`config.mk`:
```
export PLATFORM = sky130hd
export DESIGN_NAME = ph_fifo_bank_flat
export DESIGN_NICKNAME = d
export VERILOG_FILES = /design/src/rtl/ph_fifo_pkg.sv /design/src/rtl/ph_fifo_if.sv /design/src/rtl/ph_fifo_chan.sv /design/src/rtl/ph_fifo_bank.sv /design/src/flat_wrapper.sv
export SDC_FILE = /design/constraint.sdc
export NUM_CORES = 1
export LEC_CHECK = 0
export ABC_AREA = 1
export BUFFER_PORTS_ARGS = -buffer_cell sky130_fd_sc_hd__buf_4
export CAP_MARGIN = 15
export CORE_MARGIN = 3
export CORE_UTILIZATION = 40
export CTS_CLUSTER_SIZE = 14
export DETAILED_ROUTE_END_ITERATION = 16
export HOLD_SLACK_MARGIN = 0.05
export SLEW_MARGIN = 15
export SYNTH_ARGS = -nofsm -noshare
export SYNTH_HDL_FRONTEND = slang
export SYNTH_SLANG_ARGS = --single-unit
```
`constraint.sdc`:
```
create_clock -name h_phi2 -period 4.2 [get_ports h_phi2]
set_input_delay 1.26 -clock h_phi2 [delete_from_list [all_inputs] [get_ports h_phi2]]
set_output_delay 1.26 -clock h_phi2 [all_outputs]
set_load 0.02 [all_outputs]
```
`src/rtl/ph_fifo_pkg.sv`:
```
// ph_fifo_pkg: shared defaults and count-width helper for the parasite/host FIFO bank
package ph_fifo_pkg;
  localparam int DEF_WIDTH = 8;
  localparam int DEF_NCH = 4;
  localparam int DEF_DEPTH = 4;
  localparam int DEF_MODE_CH = 2;
  function automatic int cnt_w(input int depth);
    return $clog2(depth + 1);
  endfunction
endpackage

```
`src/rtl/ph_fifo_if.sv`:
```
// ph_fifo_if: parasite write side, host read side and status flags of the FIFO bank
interface ph_fifo_if #(
  parameter int WIDTH = 8,
  parameter int NCH = 4
);
  logic [WIDTH-1:0] p_data;
  logic [NCH-1:0] p_sel;
  logic p_we;
  logic [NCH-1:0] h_sel;
  logic h_rd;
  logic one_byte_mode;
  logic [NCH-1:0] ovf_clr;
  logic [WIDTH-1:0] h_data;
  logic [NCH-1:0] h_data_available;
  logic [NCH-1:0] p_full;
  logic [NCH-1:0] ovf;
  logic ph_zero_mode_bytes_avail;
  modport master (
    output p_data, p_sel, p_we, h_sel, h_rd, one_byte_mode, ovf_clr,
    input h_data, h_data_available, p_full, ovf, ph_zero_mode_bytes_avail
  );
  modport slave (
    input p_data, p_sel, p_we, h_sel, h_rd, one_byte_mode, ovf_clr,
    output h_data, h_data_available, p_full, ovf, ph_zero_mode_bytes_avail
  );
endinterface

```
`src/rtl/ph_fifo_chan.sv`:
```
// ph_fifo_chan: one FIFO channel; full is taken from registered count so a same-cycle pop never frees space
module ph_fifo_chan import ph_fifo_pkg::*; #(
  parameter int WIDTH = DEF_WIDTH,
  parameter int DEPTH = DEF_DEPTH
) (
  input  logic h_phi2,
  input  logic h_rst_b,
  input  logic wr,
  input  logic rd,
  input  logic mode_en,
  input  logic one_byte_mode,
  input  logic [WIDTH-1:0] din,
  output logic [WIDTH-1:0] head,
  output logic full,
  output logic avail,
  output logic drop
);
  localparam int AW = $clog2(DEPTH);
  localparam int CW = cnt_w(DEPTH);
  logic [WIDTH-1:0] mem [DEPTH];
  logic [AW-1:0] wp, rp;
  logic [CW-1:0] cnt;
  logic push, pop;
  assign avail = cnt != '0;
  assign full = cnt == CW'(DEPTH) || (mode_en && one_byte_mode && avail);
  assign push = wr && !full;
  assign pop = rd && avail;
  assign drop = wr && full;
  assign head = mem[rp];
  always_ff @(posedge h_phi2 or negedge h_rst_b)
    if (!h_rst_b) begin
      wp <= '0;
      rp <= '0;
      cnt <= '0;
    end else begin
      if (push) wp <= wp + AW'(1);
      if (pop) rp <= rp + AW'(1);
      cnt <= cnt + CW'(push) - CW'(pop);
    end
  always_ff @(posedge h_phi2)
    if (push) mem[wp] <= din;
endmodule

```
`src/rtl/ph_fifo_bank.sv`:
```
// ph_fifo_bank: NCH independent FIFO channels with host read mux and sticky overflow flags
module ph_fifo_bank import ph_fifo_pkg::*; #(
  parameter int WIDTH = DEF_WIDTH,
  parameter int NCH = DEF_NCH,
  parameter int DEPTH = DEF_DEPTH,
  parameter int MODE_CH = DEF_MODE_CH
) (
  input logic h_phi2,
  input logic h_rst_b,
  ph_fifo_if.slave bus
);
  logic [WIDTH-1:0] head [NCH];
  logic [NCH-1:0] full, avail, drop, ovf;
  logic [WIDTH-1:0] h_data;
  for (genvar g = 0; g < NCH; g++) begin : g_ch
    ph_fifo_chan #(.WIDTH(WIDTH), .DEPTH(DEPTH)) u_chan (
      .h_phi2(h_phi2),
      .h_rst_b(h_rst_b),
      .wr(bus.p_we && bus.p_sel[g]),
      .rd(bus.h_rd && bus.h_sel[g]),
      .mode_en(g == MODE_CH),
      .one_byte_mode(bus.one_byte_mode),
      .din(bus.p_data),
      .head(head[g]),
      .full(full[g]),
      .avail(avail[g]),
      .drop(drop[g])
    );
  end
  // descending scan so the lowest selected channel wins
  always_comb begin
    h_data = '0;
    for (int i = NCH - 1; i >= 0; i--)
      if (bus.h_sel[i]) h_data = avail[i] ? head[i] : '0;
  end
  always_ff @(posedge h_phi2 or negedge h_rst_b)
    if (!h_rst_b) ovf <= '0;
    else ovf <= (ovf & ~bus.ovf_clr) | drop;
  assign bus.h_data = h_data;
  assign bus.h_data_available = avail;
  assign bus.p_full = full;
  assign bus.ovf = ovf;
  assign bus.ph_zero_mode_bytes_avail = !avail[MODE_CH];
endmodule

```
`src/flat_wrapper.sv`:
```
// flat-port wrapper written by rule: the top's interface ports become plain ports
module ph_fifo_bank_flat import ph_fifo_pkg::*;
#(
  parameter int WIDTH = DEF_WIDTH,
  parameter int NCH = DEF_NCH,
  parameter int DEPTH = DEF_DEPTH,
  parameter int MODE_CH = DEF_MODE_CH
)
  (h_phi2, h_rst_b, bus_p_data, bus_p_sel, bus_p_we, bus_h_sel, bus_h_rd, bus_one_byte_mode, bus_ovf_clr, bus_h_data, bus_h_data_available, bus_p_full, bus_ovf, bus_ph_zero_mode_bytes_avail);
  ph_fifo_if #(.WIDTH(WIDTH), .NCH(NCH)) bus_i ();
  input logic h_phi2;
  input logic h_rst_b;
  input wire logic [$bits(bus_i.p_data)-1:0] bus_p_data;
  input wire logic [$bits(bus_i.p_sel)-1:0] bus_p_sel;
  input wire logic [$bits(bus_i.p_we)-1:0] bus_p_we;
  input wire logic [$bits(bus_i.h_sel)-1:0] bus_h_sel;
  input wire logic [$bits(bus_i.h_rd)-1:0] bus_h_rd;
  input wire logic [$bits(bus_i.one_byte_mode)-1:0] bus_one_byte_mode;
  input wire logic [$bits(bus_i.ovf_clr)-1:0] bus_ovf_clr;
  output wire logic [$bits(bus_i.h_data)-1:0] bus_h_data;
  output wire logic [$bits(bus_i.h_data_available)-1:0] bus_h_data_available;
  output wire logic [$bits(bus_i.p_full)-1:0] bus_p_full;
  output wire logic [$bits(bus_i.ovf)-1:0] bus_ovf;
  output wire logic [$bits(bus_i.ph_zero_mode_bytes_avail)-1:0] bus_ph_zero_mode_bytes_avail;
  assign bus_i.p_data = bus_p_data;
  assign bus_i.p_sel = bus_p_sel;
  assign bus_i.p_we = bus_p_we;
  assign bus_i.h_sel = bus_h_sel;
  assign bus_i.h_rd = bus_h_rd;
  assign bus_i.one_byte_mode = bus_one_byte_mode;
  assign bus_i.ovf_clr = bus_ovf_clr;
  assign bus_h_data = bus_i.h_data;
  assign bus_h_data_available = bus_i.h_data_available;
  assign bus_p_full = bus_i.p_full;
  assign bus_ovf = bus_i.ovf;
  assign bus_ph_zero_mode_bytes_avail = bus_i.ph_zero_mode_bytes_avail;
  ph_fifo_bank #(.WIDTH(WIDTH), .NCH(NCH), .DEPTH(DEPTH), .MODE_CH(MODE_CH)) u_core (.h_phi2(h_phi2), .h_rst_b(h_rst_b), .bus(bus_i));
endmodule
```
## Word level (Yosys, flattened, before mapping)

Memory sizes are Yosys's and may differ from the RTL's.
Index checks and enable logic that the tools add are counted.

- RAM bits: 128
- Memories: 4
- Logic and storage cells: 87
- Bits in latches: 0
- ROM bits: 0
- Input bits: 25
- Register bits after elaboration: 32

Memories:

| name | words | bits a word | read ports | clocked after Yosys merged registers in | write ports | line | source |
|---|---|---|---|---|---|---|---|
| u_core.g_ch[0].u_chan.mem | 4 | 8 | 1 | 0 | 1 | ph_fifo_chan.sv:20 | `logic [WIDTH-1:0] mem [DEPTH];` |
| u_core.g_ch[1].u_chan.mem | 4 | 8 | 1 | 0 | 1 | ph_fifo_chan.sv:20 |  |
| u_core.g_ch[2].u_chan.mem | 4 | 8 | 1 | 0 | 1 | ph_fifo_chan.sv:20 |  |
| u_core.g_ch[3].u_chan.mem | 4 | 8 | 1 | 0 | 1 | ph_fifo_chan.sv:20 |  |

- Equal/unequal tests: 4
- Reduce and logical (&&, ||, !) cells: 31
- Bitwise operators: 3
- $add $sub $neg: 16
- Shifts and indexed selects: 0
- Multiply operators: 0
- Divide/modulo/power cells: 0
- Muxes and demuxes: 16
- $lt $le $gt $ge: 0

Operators by type and width:

| operator | count |
|---|---|
| $mux W8 | 8 |
| $logic_and A1 B1 Y1 | 21 |
| $add A2 B1 Y2 const B | 8 |
| $add A3 B1 Y3 | 4 |
| $eq A3 B3 Y1 const B | 4 |
| $reduce_bool A3 Y1 | 4 |
| $sub A3 B1 Y3 | 4 |
| $mux W1 | 8 |
| $logic_not A1 Y1 | 5 |
| $and A4 B4 Y4 | 1 |
| $not A4 Y4 | 1 |
| $or A4 B4 Y4 | 1 |
| $logic_or A1 B1 Y1 | 1 |

## Depth between registers and ports, before layout

Gate-level depths: netlist (run 1).

- Depth after elaboration: 7
- Depth in mapped cells: 13

## Hierarchy

From an unflattened synthesis (run 1), not the netlist that was laid out.

- Cell total of the unflattened synthesis: 670
- Area total of the unflattened synthesis: 7339.5 sq um

By module, submodules not included:

| module | times used | area each (sq um) | sequential area each (sq um) | cells each |
|---|---|---|---|---|
| ph_fifo_chan | 4 | 1681.6 | 1136.1 | 135 |
| ph_fifo_bank | 1 | 613.1 | 100.1 | 130 |

## Worst setup path before layout (run 1)

OpenSTA, ideal clock, no wires.

- Path kind: in2out
- Start: in bus_h_sel[3]
- End: out bus_h_data[1]
- Buffers on the path: 0
- Cell stages on the path: 8
- Data required time: 2940 ps
- Arrival time: 1857 ps
- Setup slack: 1083 ps
- Cell sequence: nand2_1 > nor2_4 > nand2_1 > nand2_1 > nand2_1 > nand2_1 > nand2_1 > nand2_1

- Longest elaborated chain between the ends: 4

RTL lines:

| element | line | source |
|---|---|---|
| start: declaration | flat_wrapper.sv:16 | `input wire logic [$bits(bus_i.h_sel)-1:0] bus_h_sel;` |
| $mux W8 (4 in a row) | ph_fifo_bank.sv:34 | `if (bus.h_sel[i]) h_data = avail[i] ? head[i] : '0;` |
| end: declaration | flat_wrapper.sv:20 | `output wire logic [$bits(bus_i.h_data)-1:0] bus_h_data;` |

Every way passes these cells.

## Final worst setup path (run 1)

- Start: reg u_core.g_ch[2].u_chan.rp[0]
- End: out bus_h_data[4]

- Longest elaborated chain between the ends: 5

RTL lines:

| element | line | source |
|---|---|---|
| start: declaration | ph_fifo_chan.sv:21 | `logic [AW-1:0] wp, rp;` |
| start signal: assignment | ph_fifo_chan.sv:37 | `if (pop) rp <= rp + AW'(1);` |
| $mem_v2 Z4 W8 | -- |  |
| $mux W8 (4 in a row) | ph_fifo_bank.sv:34 |  |

Every way passes these cells.

==> impl_metrics.ini, run 1 <==
[cells_and_area]
drive_gt1_frac = 0.170
area_delta_synth_final_pct = 13.1
antennaDiodeCount = 0
final_core_util = 0.468
final_cells = 981
finalNetCount = 791

[route]
wl_met2_um = 7790
detail_route.wl_per_cell_um = 15.7
ant_nets = 0
drc_errors = 0
wl_met3_um = 672
drt-met1-wl_um = 6390
top_layer_used = met4
wl_um = 15400
num_vias = 4693
viasPerCell = 4.78
drt_first_pass_iters = 5
dr.first_iter.drc_count = 350

[logic_synthesis]
synth_area_mm2 = 0.00753
synth_cell_type_count = 32
syn_area_per_cell_um2 = 10.7
async_flop_share = 0.200
ys_seq_elements = 160
yosysWarnings = 0
synth_nets = 753
seq_area_frac_synth = 0.617
synth_edf_count = 128
synth_flop_cell = edfxtp_1
netlist_instances = 701

[placement]
placedCellCount = 949
place_congestion = 0.811
post-dp-hpwl_um = 10800
port_buffers = 45

[timing]
clock_skew_ps = 6.81
whs_ps = 532
slew_headroom = 0.460
rsz0062_at_grt = no
drv_slew = 0
max_slew.worst_pin.slew_ps = 806
final-hold-violation-count = 0
period_share = 0.830
max_freq_mhz = 287
fin_tns_setup_ps = 0
setup_violations = 0
min_period_ps = 3490

[global_routing]
grt_pass1_vias = 4513
antenna_found_initial = 0
grt_overflow = 0
grt_pass1_wl_um = 24000
grt_start_max_net_pins = 33
grt_usage = 0.158

[die]
chipWidth_um = 143
coreArea_mm2 = 0.0182
die_area_mm2 = 0.0205
die_h_um = 143
initial_utilization = 0.414
rows = 49
pin_count = 46

[hold_path]
min_path_type = reg2reg
whs_path_depth = 2

[clock_network]
cts_buffers = 17
ctsResizeCount = 0
clock_path_buffers = 2
cts.clk_slew.worst_paths_ps = 60
clk_latency_ps = 420
holdBufCountCts = 0
htreeDepth = 4
cts_setup_buffers = 0
cts.sinks = 160
cts_tree = done
clockRootBuffer = clkbuf_16

[job]
cap_viol_max_count = 0

[critical_path]
critPathSlowestCell = dfrtp_1
worst-r2r-setup-slack_ps = 1860
endpoint = bus_h_data[4]
worst_setup_path_start_kind = register
arrival_ps = 2230
crit_type = reg2out
crit_path_frequent_cell = nand2_1
cpPeakStageDelay_ps = 770
reg2reg_from = u_core.g_ch[2].u_chan.cnt[1]
path_cells = inv_6 > nand2_2 > nand3_1 > nand2_1 > nand2_1 > nand2_1 > nand2_1 > nand2_1 > nand2_1 > nand2_1 > buf_4
rr_worst_depth = 13
r2r-end = u_core.g_ch[2].u_chan.cnt[2]
critPathLaunch = u_core.g_ch[2].u_chan.rp[0]
cp.required_ps = 2940
crit_path_end_kind = output pin
crit_path_max_fanout = 18

[run_status]
outcome = completed

[power]
power_w = 0.00567
power_leakage_nw = 3.72
ir_drop_v = 0.000406
powerDensity_mw_per_mm2 = 665
-- power breakdown --
group / internal, W / total (W) / switching (W)
combinational: 0.000669 / 0.00186 / 0.00119
clock: 0.000923 / 0.00150 / 0.000580
sequential: 0.00199 / 0.00230 / 0.000310
total: 0.00359 / 0.00567 / 0.00208
-- logic make-up after synthesis --
kind of cell,after synthesis,synth area share
AND/OR/NAND/NOR,294,0.180
adder cells (fa/ha/maj),27,0.0488
flip-flops,160,0.617
XOR/XNOR,17,0.0198
AO/OA/AOI/OAI,50,0.0397
buffers and inverters,153,0.0950
-- layer usage --
metal | vias to the layer above | track usage
met5 | - | 0
met4 | 0 | 0.0763
met3 | 43 | 0.0432
met2 | 99 | 0.263
met1 | 2247 | 0.189
li1 | 2304 | -
-- Yosys cell counts, types with 2 or more instances --
cell      count  area share
nand2_1     146       0.073
edfxtp_1    128        0.51
inv_1       112       0.056
nor2_1       80       0.040
dfrtp_1      32        0.11
nand3_1      27       0.018
ha_1         23       0.038
o21ai_0      21       0.014
buf_4        16       0.016
o21ai_1      15       0.010
nand2_2      11      0.0091
xor2_1       11       0.013
nand3_2      10       0.013
nand2_4       9       0.013
o32ai_1       9       0.010
inv_2         7      0.0035
xnor2_1       6      0.0070
buf_2         5      0.0033
nor2_4        5      0.0075
buf_6         4      0.0060
fa_1          4       0.011
a21oi_1       3      0.0020
nor2_2        3      0.0025
clkinv_2      2      0.0013
inv_4         2      0.0017
inv_6         2      0.0023
nor3_2        2      0.0027
o211ai_2      2      0.0033
-- sequential cells by signal, indices dropped and copies added (netlist names) --
register / flops
u_core.g_ch.u_chan.wp: 8
u_core.bus.ovf: 4
u_core.g_ch.u_chan.cnt: 12
u_core.g_ch.u_chan.rp: 8
u_core.g_ch.u_chan.mem: 128
-- worst min path at each step --
stage | start | endpoint
2_1_floorplan | u_core.g_ch[3].u_chan.wp[0] | u_core.g_ch[3].u_chan.wp[0]
3_3_place_gp | u_core.g_ch[3].u_chan.wp[0] | u_core.g_ch[3].u_chan.wp[0]
3_5_place_dp | u_core.g_ch[2].u_chan.cnt[0] | u_core.g_ch[2].u_chan.cnt[0]
4_1_cts | u_core.bus.ovf[2] | u_core.bus.ovf[2]
5_1_grt | u_core.g_ch[2].u_chan.cnt[0] | u_core.g_ch[2].u_chan.cnt[0]
6_report | u_core.bus.ovf[2] | u_core.bus.ovf[2]
-- layout make-up --
| class | count | area, um^2 |
|---|---|---|
| fillers | 1590 | 9690 |
| multi-input cells | 388 | 2170 |
| clock inverters | 13 | 145 |
| flip-flops and latches | 160 | 4640 |
| repair buffers | 46 | 345 |
| well taps | 229 | 287 |
| clock buffers | 19 | 433 |
| inverters | 126 | 490 |
-- through the flow --
step	instance area, um^2	setup slack [ps]
after floorplan	7530	1080
after global placement	7940	810
after detailed placement	7940	775
after CTS	8520	683
after global routing	8520	518
final	8520	715
-- cell usage in the layout (no fill, tap or decap), types with 3 or more instances in the layout --
cell,Yosys,layout
nor2_4,5,5
clkinv_1,1,4
nor2_2,3,3
edfxtp_1,128,128
bufinv_16,0,3
o21ai_0,21,21
nand3_1,27,27
xnor2_1,6,6
ha_1,23,23
clkbuf_16,0,17
inv_2,7,7
nand3_2,10,10
nor2_1,80,80
xor2_1,11,11
o21ai_1,15,15
o32ai_1,9,9
nand2_2,11,11
buf_4,16,46
dfrtp_1,32,32
clkinv_2,2,6
fa_1,4,4
inv_1,112,112
nand2_4,9,9
nand2_1,146,146
a21oi_1,3,3
-- worst max-delay path, delay by kind of cell (launching register included) --
family | cells | cell delay (ps)
buffers and inverters | 2 | 330
flip-flops | 1 | 770
AND/OR/NAND/NOR | 9 | 700
No activity file was read; power rests on OpenSTA's default activity.
==> run 2: changes to the inputs <==
Clock period 4.2 ns to 3.15 ns, I/O delays scaled along.
==> run 2 against run 1 <==
Against the previous run:
- flip-flop and latch count stayed put
- final cell count is 0.92% higher
- core utilization grew 0.36 points
- sequential power grew 33%
- first-iteration DRC count is 15% lower
- worst setup slack lost 550 ps
- hold slack got worse by 64 ps
- wire length is 0.84% higher
- critical endpoint is now bus_h_data[1]
==> impl_metrics.ini, run 2 (synthesis gave the netlist of run 1 again) <==
[run_status]
outcome = completed

[global_routing]
grt_pass1_wl_um = 25000
grt_pass1_vias = 4751
antenna_found_initial = 0
grt_usage = 0.162
grt_start_max_net_pins = 33
grt_overflow = 0

[timing]
min_period_ps = 2980
rsz0062_at_grt = no
drv_slew = 0
clock_skew_ps = 7.17
period_share = 0.946
max_freq_mhz = 335
setup_violations = 0
final-hold-violation-count = 0
max_slew.worst_pin.slew_ps = 749
fin_tns_setup_ps = 0
slew_headroom = 0.499

[die]
initial_utilization = 0.414
coreArea_mm2 = 0.0182
die_area_mm2 = 0.0205
pin_count = 46
rows = 49
chipWidth_um = 143
die_h_um = 143

[critical_path]
critPathLaunch = u_core.g_ch[2].u_chan.rp[1]
cp.required_ps = 2200
reg2reg_from = u_core.g_ch[2].u_chan.cnt[1]
worst_setup_path_start_kind = register
crit_path_end_kind = output pin
crit_path_max_fanout = 10
crit_type = reg2out
arrival_ps = 2040

[route]
wl_um = 15500
drt_first_pass_iters = 4
ant_nets = 0
detail_route.wl_per_cell_um = 15.7
num_vias = 4689
viasPerCell = 4.74
dr.first_iter.drc_count = 296
drc_errors = 0

[placement]
post-dp-hpwl_um = 10800
place_area_mm2 = 0.00801
place_congestion = 0.871
port_buffers = 45
placedCellCount = 958

[cells_and_area]
drive_gt1_frac = 0.185
antennaDiodeCount = 0
largest_reg_flops = 128
final_cells = 990
fin_area_mm2 = 0.00858
final_cell_mix = nand2_1, edfxtp_1, inv_1, nor2_1, buf_4
final_common_cell = nand2_1
finalNetCount = 800
area_delta_synth_final_pct = 13.9
largest_registers = u_core.g_ch.u_chan.mem x128, u_core.g_ch.u_chan.cnt x12
top_register = u_core.g_ch.u_chan.mem

[power]
combPwrFrac = 0.335
p_int_w = 0.00476
powerDensity_mw_per_mm2 = 878
ir_drop_v = 0.000465
clkPwrFrac = 0.260
power.switching_w = 0.00277
power_leakage_nw = 3.75
p_seq_frac = 0.405
swShare = 0.368

[clock_network]
htreeDepth = 4
cts.sinks = 160
cts.clk_slew.worst_paths_ps = 60
cts_buffers = 17
clk_latency_ps = 430
clock_path_buffers = 2
cts_tree = done
clockRootBuffer = clkbuf_16

[hold_path]
min_path_type = in2async

[job]
cap_viol_max_count = 0
-- run 2: changes by cell type in the layout (fill, tap and decap cells not counted), sizes merged --
cell,before,now
clkbuf,19,23
buf,46,55
inv,123,124
bufinv,3,1
clkinvlp,2,5
clkinv,11,5
-- run 2: path summary, 6_finish.rpt --
path | to | slack (ps) | cells past startpoint
max | bus_h_data[1] | 170 | 10
max in group asynchronous | u_core.g_ch[2].u_chan.rp[0] | 2320 | 1
min reg2reg | u_core.g_ch[2].u_chan.cnt[0] | 530 | 1
min in group h_phi2 | u_core.g_ch[2].u_chan.cnt[0] | 530 | 1
max reg2reg | u_core.g_ch[2].u_chan.cnt[2] | 820 | 13
min | u_core.bus.ovf[1] | 470 | 1
-- run 2: power by group through the flow --
| stage | Clock (W) | Sequential, W | Combinational, W |
|---|---|---|---|
| 2_1_floorplan | 0 | 0.00287 | 0.00210 |
| 3_3_place_gp | 0 | 0.00306 | 0.00246 |
| 3_5_place_dp | 0 | 0.00309 | 0.00255 |
| 4_1_cts | 0.00198 | 0.00305 | 0.00256 |
| 5_1_grt | 0.00208 | 0.00311 | 0.00285 |
| 6_report | 0.00196 | 0.00305 | 0.00253 |
-- run 2: per-layer routing --
metal  track usage  up-vias  share of wire
met5             0        -              0
met4        0.0669        0          0.024
met3        0.0338       24          0.039
met2         0.279       84           0.52
met1         0.200     2267           0.42
li1              -     2314              -
-- run 2: worst max-delay path: stages, from the launching register on --
cell and delay, ps:
dfrtp_1 580, inv_1 250, nand3_1 140, nand2_1 100
nand2_1 70, nand2_1 100, nand2_1 80, nand2_1 50
nand2_1 50, nand2_1 50, buf_4 150
-- run 2: what timing repair did --
action / CTS / global route
setup endpoints to repair: 0 / 7
resized for setup: 0 / 3
buffers inserted: 0 / 0
hold buffers: 0 / 0
hold endpoints to repair: 0 / 0
-- run 2: layout make-up --
cell class	count	area [um^2]
timing repair buffer	55	413
tap	229	287
clock buffer	23	489
clock inverter	9	82.6
multi-input combinational	388	2170
inverter	126	492
sequential	160	4650
fill	1599	9630
-- run 2: through the flow --
stage | power [W] | utilization | hold WS [ps] | setup slack, ps
floorplan | 0.00497 | - | 494 | 608
global placement | 0.00553 | 0.440 | 508 | 339
detailed placement | 0.00563 | 0.440 | 521 | 345
CTS | 0.00759 | 0.471 | 483 | 87.5
global route | 0.00804 | 0.471 | 490 | 24.3
finish | 0.00753 | 0.471 | 468 | 169
==> run 3: changes to the inputs <==
Settings changed: CAP_MARGIN 15 to 20, CORE_UTILIZATION 40 to 36.
==> run 3 against run 2 <==
Against the previous run:
- critical endpoint is now bus_h_data[6]
- clock skew is essentially flat
- maximum frequency grew 1.7%
- largest cell class unchanged
- hold slack gained 15 ps
- die area grew 11%
- non-clock buffer count grew 7
==> impl_metrics.ini, run 3 (synthesis gave the netlist of run 1 again) <==
[critical_path]
crit_path_end_kind = output pin
arrival_ps = 1990
worst_setup_path_start_kind = register
crit_path_max_fanout = 10
rr_worst_depth = 13
cp.required_ps = 2200
worst-r2r-setup-slack_ps = 800
crit_type = reg2out

[timing]
period_share = 0.931
max_slew.worst_pin.slew_ps = 835
setup_violations = 0
final-hold-violation-count = 0
rsz0062_at_grt = no
drv_slew = 0
max_freq_mhz = 341
slew_headroom = 0.441
min_period_ps = 2930
whs_ps = 483
fin_tns_setup_ps = 0
clock_skew_ps = 6.75

[placement]
port_buffers = 45
place_congestion = 0.783
post-dp-hpwl_um = 10200

[cells_and_area]
final_common_cell = nand2_1
area_delta_synth_final_pct = 16.2
largest_reg_flops = 128
largest_registers = u_core.g_ch.u_chan.mem x128, u_core.g_ch.u_chan.cnt x12
final_cell_mix = nand2_1, edfxtp_1, inv_1, nor2_1, buf_4
drive_gt1_frac = 0.190
top_register = u_core.g_ch.u_chan.mem
antennaDiodeCount = 0
finalNetCount = 807

[power]
power_leakage_nw = 3.82
ir_drop_v = 0.000439
powerDensity_mw_per_mm2 = 885

[route]
drt_first_pass_iters = 4
num_vias = 4565
wl_um = 15200
viasPerCell = 4.40
ant_nets = 0
dr.first_iter.drc_count = 323
drc_errors = 0
detail_route.wl_per_cell_um = 14.7

[clock_network]
cts.clk_slew.worst_paths_ps = 60
holdBufCountCts = 0
ctsResizeCount = 0
cts.sinks = 160
htreeDepth = 4
cts_buffers = 17
clock_path_buffers = 2
cts_setup_buffers = 0
cts_tree = done
clockRootBuffer = clkbuf_16
clk_latency_ps = 420

[die]
coreArea_mm2 = 0.0204
die_area_mm2 = 0.0227
initial_utilization = 0.370
pin_count = 46
chipWidth_um = 151
rows = 52
die_h_um = 151

[global_routing]
grt_pass1_vias = 4378
grt_start_max_net_pins = 33
antenna_found_initial = 0
met3_usage = 0.0355
grt_overflow = 0
grt_use_met2 = 0.241
grt_usage = 0.142
grt.busiest_layer = met2
grt_pass1_wl_um = 24000
use_met1 = 0.182

[run_status]
outcome = completed

[hold_path]
min_path_type = in2async

[job]
cap_viol_max_count = 0
## run 3: changes by cell type in the layout (fill, tap and decap cells not counted), moves of 2 or more
cell	previous run	this run
clkbuf_8	2	0
clkinv_1	1	3
clkbuf_1	3	1
dfrtp_2	2	0
dfrtp_1	30	32
clkinv_2	4	2
buf_4	55	62
clkinv_4	0	2
bufinv_16	1	5
## run 3: area by class of cell
type	instances	area (um^2)
clock buffer	18	429
clock inverter	14	214
fill	1884	11600
inverter	126	490
multi-input combinational	388	2170
sequential	160	4640
tap	270	338
timing repair buffer	62	465
## run 3: worst max-delay path, stage by stage, from the launching register on
cell,delay [ps]
dfrtp_1,570
inv_1,240
nand3_1,130
nand2_1,90
nand2_1,70
nand2_1,60
nand2_1,80
nand2_1,50
nand2_1,50
nand2_1,50
buf_4,160
## run 3: final timing paths
| kind | startpoint | end |
|---|---|---|
| setup reg to reg | u_core.g_ch[2].u_chan.cnt[1] | u_core.g_ch[2].u_chan.cnt[2] |
| hold reg to reg | u_core.g_ch[2].u_chan.cnt[0] | u_core.g_ch[2].u_chan.cnt[0] |
| max in group asynchronous | h_rst_b | u_core.g_ch[3].u_chan.rp[0] |
| hold / removal | h_rst_b | u_core.g_ch[1].u_chan.cnt[2] |
| min in group h_phi2 | u_core.g_ch[2].u_chan.cnt[0] | u_core.g_ch[2].u_chan.cnt[0] |
| setup / recovery | u_core.g_ch[2].u_chan.rp[1] | bus_h_data[6] |
## run 3: where the power goes
group	internal [W]	switching (W)
Clock	0.00140	0.000813
Sequential	0.00266	0.000327
Combinational	0.000944	0.00160
Total	0.00500	0.00274
## run 3: routing by layer
metal	vias up	wire, um	part of all wire
met5	-	0	0
met4	0	168	0.011
met3	11	609	0.040
met2	90	7730	0.51
met1	2136	6730	0.44
li1	2328	-	-
## run 3: stage by stage
stage	instance area [um^2]	utilization	instances	setup slack [ps]	power [W]
after global routing	8750	0.430	1038	60.7	0.00825
after global placement	8110	0.398	1006	288	0.00558
after floorplan	7530	-	701	608	0.00497
after CTS	8750	0.430	1038	164	0.00784
after detailed placement	8110	0.398	1006	331	0.00561
final	8750	0.430	1038	218	0.00774
